File: config.mk
export PLATFORM = sky130hd
export DESIGN_NAME = variable_strobe_mc_flat
export DESIGN_NICKNAME = d
export VERILOG_FILES = /design/src/rtl/variable_strobe_mc_if.sv /design/src/rtl/variable_strobe_mc.sv /design/src/flat_wrapper.sv
export SDC_FILE = /design/constraint.sdc
export NUM_CORES = 1
export LEC_CHECK = 0
export BUFFER_PORTS_ARGS = -buffer_cell sky130_fd_sc_hd__buf_2
export CAP_MARGIN = 0
export CORE_UTILIZATION = 47
export DETAILED_ROUTE_END_ITERATION = 12
export GPL_ROUTABILITY_DRIVEN = 0
export PLACE_DENSITY = 0.74
export SYNTH_ARGS = -nofsm -noshare
export SYNTH_HDL_FRONTEND = slang
export SYNTH_SLANG_ARGS = --single-unit
File: constraint.sdc
create_clock -name clk -period 2.7 [get_ports clk]
set_clock_uncertainty 0.2 [all_clocks]
set_input_delay 0.27 -clock clk [delete_from_list [all_inputs] [get_ports clk]]
set_output_delay 0.27 -clock clk [all_outputs]
set_load 0.02 [all_outputs]
File: src/rtl/variable_strobe_mc_if.sv
// Control/strobe bundle for variable_strobe_mc: count enable, staged period/phase
// loads, per-channel enables, and the registered strobe outputs.
interface variable_strobe_mc_if #(
  parameter int NCH        = 4,
  parameter int PERIOD_MAX = 20
);
  localparam int CW  = $clog2(PERIOD_MAX + 1);
  localparam int CHW = (NCH > 1) ? $clog2(NCH) : 1;

  logic           en_i;
  logic           per_ld_i;
  logic [CW-1:0]  per_i;
  logic           ph_ld_i;
  logic [CHW-1:0] ph_ch_i;
  logic [CW-1:0]  ph_i;
  logic           ph_rdy_o;
  logic [NCH-1:0] ch_en_i;
  logic [NCH-1:0] stb_o;
  logic           frame_o;
  logic           err_o;

  modport master (
    output en_i, per_ld_i, per_i, ph_ld_i, ph_ch_i, ph_i, ch_en_i,
    input  ph_rdy_o, stb_o, frame_o, err_o
  );

  modport slave (
    input  en_i, per_ld_i, per_i, ph_ld_i, ph_ch_i, ph_i, ch_en_i,
    output ph_rdy_o, stb_o, frame_o, err_o
  );
endinterface

File: src/rtl/variable_strobe_mc.sv
// Multi-channel strobe generator: shared period counter, per-channel phase taps,
// period/phase updates staged and applied only at the period wrap.
module variable_strobe_mc_lane #(
  parameter int CW = 5
) (
  input  logic          clk,
  input  logic          rst,
  input  logic          en,
  input  logic          ch_en,
  input  logic          wrap,
  input  logic [CW-1:0] cnt,
  input  logic [CW-1:0] new_per,
  input  logic          ld,
  input  logic [CW-1:0] ld_val,
  output logic          stb,
  output logic          clamp
);
  logic [CW-1:0] ph_q;
  logic [CW-1:0] cand;

  // A phase landing at this wrap is clamped against the new frame's period too.
  assign cand  = ld ? ld_val : ph_q;
  assign clamp = wrap & (cand >= new_per);

  always_ff @(posedge clk) begin
    if (rst) begin
      ph_q <= '0;
      stb  <= 1'b0;
    end else begin
      stb <= en & ch_en & (cnt == ph_q);
      if (wrap) ph_q <= clamp ? (new_per - CW'(1)) : cand;
    end
  end
endmodule

module variable_strobe_mc #(
  parameter int NCH        = 4,
  parameter int PERIOD_MAX = 20,
  parameter int PERIOD_DEF = 20
) (
  input  logic                 clk,
  input  logic                 rst,
  variable_strobe_mc_if.slave  bus
);
  localparam int CW  = $clog2(PERIOD_MAX + 1);
  localparam int CHW = (NCH > 1) ? $clog2(NCH) : 1;

  logic [CW-1:0]  cnt, per_q, per_pend, new_per;
  logic           per_pend_vld;
  logic           ph_pend_vld;
  logic [CHW-1:0] ph_pend_ch;
  logic [CW-1:0]  ph_pend_val;
  logic           frame_q, err_q;
  logic           wrap, per_ok, ch_ok, ph_acc;
  logic [NCH-1:0] stb, clamp;

  assign wrap    = bus.en_i & (cnt == per_q - CW'(1));
  assign new_per = per_pend_vld ? per_pend : per_q;
  assign per_ok  = (bus.per_i >= CW'(2)) && (bus.per_i <= CW'(PERIOD_MAX));
  assign ch_ok   = int'(bus.ph_ch_i) < NCH;
  assign ph_acc  = bus.ph_ld_i & ~ph_pend_vld & ch_ok;

  for (genvar c = 0; c < NCH; c++) begin : g_lane
    variable_strobe_mc_lane #(.CW(CW)) u_lane (
      .clk     (clk),
      .rst     (rst),
      .en      (bus.en_i),
      .ch_en   (bus.ch_en_i[c]),
      .wrap    (wrap),
      .cnt     (cnt),
      .new_per (new_per),
      .ld      (ph_pend_vld && (ph_pend_ch == CHW'(c))),
      .ld_val  (ph_pend_val),
      .stb     (stb[c]),
      .clamp   (clamp[c])
    );
  end

  always_ff @(posedge clk) begin
    if (rst) begin
      cnt          <= '0;
      per_q        <= CW'(PERIOD_DEF);
      per_pend     <= CW'(PERIOD_DEF);
      per_pend_vld <= 1'b0;
      ph_pend_vld  <= 1'b0;
      ph_pend_ch   <= '0;
      ph_pend_val  <= '0;
      frame_q      <= 1'b0;
      err_q        <= 1'b0;
    end else begin
      frame_q <= wrap;
      err_q   <= (bus.per_ld_i & ~per_ok) | (|clamp);
      if (wrap)          cnt <= '0;
      else if (bus.en_i) cnt <= cnt + CW'(1);
      if (wrap) begin
        per_q        <= new_per;
        per_pend_vld <= 1'b0;
        ph_pend_vld  <= 1'b0;
      end
      // A load in the wrap cycle itself is staged for the following wrap.
      if (bus.per_ld_i && per_ok) begin
        per_pend     <= bus.per_i;
        per_pend_vld <= 1'b1;
      end
      if (ph_acc) begin
        ph_pend_ch  <= bus.ph_ch_i;
        ph_pend_val <= bus.ph_i;
        ph_pend_vld <= 1'b1;
      end
    end
  end

  assign bus.stb_o    = stb;
  assign bus.frame_o  = frame_q;
  assign bus.err_o    = err_q;
  assign bus.ph_rdy_o = ~ph_pend_vld;
endmodule

File: src/flat_wrapper.sv
// flat-port wrapper written by rule: the top's interface ports become plain ports
module variable_strobe_mc_flat 
#(
  parameter int NCH        = 4,
  parameter int PERIOD_MAX = 20,
  parameter int PERIOD_DEF = 20
)
  (clk, rst, bus_en_i, bus_per_ld_i, bus_per_i, bus_ph_ld_i, bus_ph_ch_i, bus_ph_i, bus_ch_en_i, bus_ph_rdy_o, bus_stb_o, bus_frame_o, bus_err_o);
  variable_strobe_mc_if #(.NCH(NCH), .PERIOD_MAX(PERIOD_MAX)) bus_i ();
  input  logic clk;
  input  logic rst;
  input wire logic [$bits(bus_i.en_i)-1:0] bus_en_i;
  input wire logic [$bits(bus_i.per_ld_i)-1:0] bus_per_ld_i;
  input wire logic [$bits(bus_i.per_i)-1:0] bus_per_i;
  input wire logic [$bits(bus_i.ph_ld_i)-1:0] bus_ph_ld_i;
  input wire logic [$bits(bus_i.ph_ch_i)-1:0] bus_ph_ch_i;
  input wire logic [$bits(bus_i.ph_i)-1:0] bus_ph_i;
  input wire logic [$bits(bus_i.ch_en_i)-1:0] bus_ch_en_i;
  output wire logic [$bits(bus_i.ph_rdy_o)-1:0] bus_ph_rdy_o;
  output wire logic [$bits(bus_i.stb_o)-1:0] bus_stb_o;
  output wire logic [$bits(bus_i.frame_o)-1:0] bus_frame_o;
  output wire logic [$bits(bus_i.err_o)-1:0] bus_err_o;
  assign bus_i.en_i = bus_en_i;
  assign bus_i.per_ld_i = bus_per_ld_i;
  assign bus_i.per_i = bus_per_i;
  assign bus_i.ph_ld_i = bus_ph_ld_i;
  assign bus_i.ph_ch_i = bus_ph_ch_i;
  assign bus_i.ph_i = bus_ph_i;
  assign bus_i.ch_en_i = bus_ch_en_i;
  assign bus_ph_rdy_o = bus_i.ph_rdy_o;
  assign bus_stb_o = bus_i.stb_o;
  assign bus_frame_o = bus_i.frame_o;
  assign bus_err_o = bus_i.err_o;
  variable_strobe_mc #(.NCH(NCH), .PERIOD_MAX(PERIOD_MAX), .PERIOD_DEF(PERIOD_DEF)) u_core (.clk(clk), .rst(rst), .bus(bus_i));
endmodule
==> flow_summary.toml <==
[status]
status = "finished with violations"
violations = "negative setup slack"

[cts]
cts_buffer_depth = 2
cts-htree-levels = 2
cts-root-buf = "clkbuf_8"
cts_tree = "yes"
cts_sinks = 50
clk_transition_reported_paths_ns = 0.10
cts_made_buffers = 5
clock_latency_ns = 0.32

[yosys]
avgSynthCellArea_um2 = 9.18
ys_warn_count = 0
ys_seq_area_share_pct = 30.7
yosys.area_share.simple_pct = 16.0
syn_area_um2 = 3260
yosys.area_share.adder_pct = 8.83
synth_xor_xnor_area_share_pct = 9.44
synth_compound_area_share_pct = 14.3
ys_types = 37
synth_nets = 399
muxShareOfSynthArea_pct = 15.1
async_flop_share_pct = 0
ys_ff_latch = 50
synth_top_family_by_area = "simple AND/OR/NAND/NOR gates"
ys.flop_type = "dfxtp_1"
syn_inst = 355
synth-edff-count = 0

[floorplan]
die_h_um = 85.3
core_area_um2 = 6530
rows = 29
fp.dieArea_um2 = 7270
start_util_pct = 49.9
ioPinCount = 28
dieWidth_um = 85.3

[grt]
grt_pass1_vias = 2538
gr-usage-all-layers_pct = 22.1
grt_max_degree = 35
grt_pass1_wl_um = 12400
antenna_found_initial = 0
grt.overflow.total = 0

[min_path]
min_path_type = "primary input to flop"

[detailed_routing]
drtPass1Iterations = 4
wl_um = 8190
vias = 2707
drt-initial-drc-count = 144
post_drt_via_cell_ratio = 5.55
post-route-drc-count = 0
wl_per_cell_um = 16.8
ant_nets = 0

[setup_path]
cpPeakStageDelay_ns = 0.38
worstPathRequired_ns = 2.69
slowest_stage = "dfxtp_1"
path_class = "flop to flop"
path_cells = "nand3_1 -> buf_4 -> mux2_2 -> ha_1 -> a21o_1 -> a31oi_4 -> mux2i_1 -> mux2i_1 -> nor2b_1"
worstSetupStartpointType = "flop"
path_max_fanout = 5
cp.arrival_ns = 2.70
crit_top_cell = "mux2i_1"
cp-end-kind = "flop"

[placed_design]
dpl.cell_count = 463
io_buffers = 27
place_hpwl_um = 5550

[sta]
whs_ns = 0.00937
setup_viol = 2
hold_viol = 0
slew_headroom_pct = 46.0
setup_ws_ns = -0.00809
max_freq_mhz = 369
period_share_pct = 100
tightest_slew_ns = 0.808
rsz0062_at_grt = "true"
finalMaxSlewViolations = 0
setup_tns_ns = -0.00856
period_minus_slack_ns = 2.71

[power]
leakage_nw = 1.61
p_total_w = 0.00154
p_comb_share_pct = 13.9
powerDensity_nw_per_um2 = 384
intPower_w = 0.00114
clockPowerShare_pct = 35.2
vdd_drop_max_mv = 0.344
switching_share_pct = 26.0
seq_power_share_pct = 50.8
p_switching_w = 0.000399

[final_layout]
layout-drive-gt1-share_pct = 29.7
area_growth_pct = 22.8
final_common_cell = "dfxtp_1"
nets = 454
diodes = 0
multi_input_area_um2 = 2250
num-fill-cells = 540
mostFrequentLayoutCells = "dfxtp_1, nor2_1, mux2i_1, buf_2, buf_4"
regArea_um2 = 1000
layoutNonFillerInstCount = 488

[run]
cap_violations = 0
## power groups by stage
stage          Combinational, W  Clock (W)  Sequential, W
2_1_floorplan          0.000129          0       0.000787
3_3_place_gp           0.000178          0       0.000794
3_5_place_dp           0.000182          0       0.000795
4_1_cts                0.000199   0.000554       0.000777
5_1_grt                0.000231   0.000583       0.000782
6_report               0.000214   0.000541       0.000780
## repair_timing
action	CTS	global route
resized for setup	7	24
setup buffers	0	5
endpoints found under the hold margin	11	0
pin swaps	1	7
gates cloned	0	1
setup endpoints to repair	2	28
hold buffers	11	0
## path summary, 6_finish.rpt
kind | slack, ns | endpoint | startpoint | cells after the start
worst max-delay path | -0.008 | u_core.g_lane[3].u_lane.ph_q[1]$_SDFFE_PP0P_ | u_core.ph_pend_ch[1]$_SDFFE_PP0P_ | 9
worst min-delay path | 0.009 | u_core.per_pend[3]$_SDFFE_PP0P_ | bus_per_i[3] | 3
worst max register to register | -0.008 | u_core.g_lane[3].u_lane.ph_q[1]$_SDFFE_PP0P_ | u_core.ph_pend_ch[1]$_SDFFE_PP0P_ | 9
worst min register to register | 0.28 | u_core.per_pend[4]$_SDFFE_PP1P_ | u_core.per_pend[4]$_SDFFE_PP1P_ | 1
## synth_stat cells (7+ instances only)
cell	number	share of area (%)
nor2b_1	7	1.3
mux2_2	17	5.9
inv_1	10	1.2
dfxtp_1	50	31
nand3_1	7	1.1
clkbuf_1	7	0.81
xor2_1	7	1.9
nand2_1	25	2.9
nand2b_1	7	1.3
mux2i_1	30	9.2
a21oi_1	13	2.0
buf_4	8	1.8
o21ai_0	9	1.4
xnor2_1	25	6.7
nor2_1	47	5.4
a211oi_2	9	3.5
ha_1	23	8.8
## logic make-up (layout without fill, tap and decap cells)
| group | after synthesis | count (layout) |
|---|---|---|
| AOI/OAI and AO/OA | 57 | 58 |
| xor gates and xnor gates | 33 | 33 |
| adders and majority gates | 23 | 23 |
| buffers and inverters | 32 | 87 |
| DFF | 50 | 50 |
| muxes | 47 | 47 |
| and+or+nand+nor | 113 | 113 |
## layout make-up
type                       instances  area share [%]
timing repair buffer              69            12.5
inverter                          10           0.938
tap                               77            2.41
multi-input combinational        274            56.2
sequential                        50            25.1
clock buffer                       5            1.72
clock inverter                     3            1.13
## per-layer routing
metal	wire [µm]	track usage, %
met5	0	0
met4	135	7.27
met3	481	3.31
met2	3840	37.3
met1	3740	29.1
## worst max-delay path, delay by kind of cell (launching register included)
family,cells,cell delay (ns)
multiplexers,3,0.67
buffers and inverters,1,0.20
adder cells (fa/ha/maj),1,0.33
AO/OA/AOI/OAI,2,0.46
AND/OR/NAND/NOR,2,0.33
flip-flops,1,0.38
## registers in the layout (all words and copies together), names as in the netlist
signal and flops:
u_core.g_lane.u_lane.ph_q 20, u_core.cnt 5, u_core.per_pend 5, u_core.per_q 5
u_core.ph_pend_val 5, u_core.g_lane.u_lane.stb 4, u_core.ph_pend_ch 2, u_core.bus.err_o 1
u_core.bus.frame_o 1, u_core.per_pend_vld 1, u_core.ph_pend_vld 1
## metrics by stage
stage	setup WS, ns	util (%)	instance area, µm²
after floorplan	-0.0343	-	3280
after global placement	-0.189	54.6	3570
final	-0.00809	61.3	4000
after CTS	-0.00587	58.7	3830
after global routing	-0.0866	61.3	4000
after detailed placement	-0.207	54.6	3570
(Power assumes the default switching activity.)
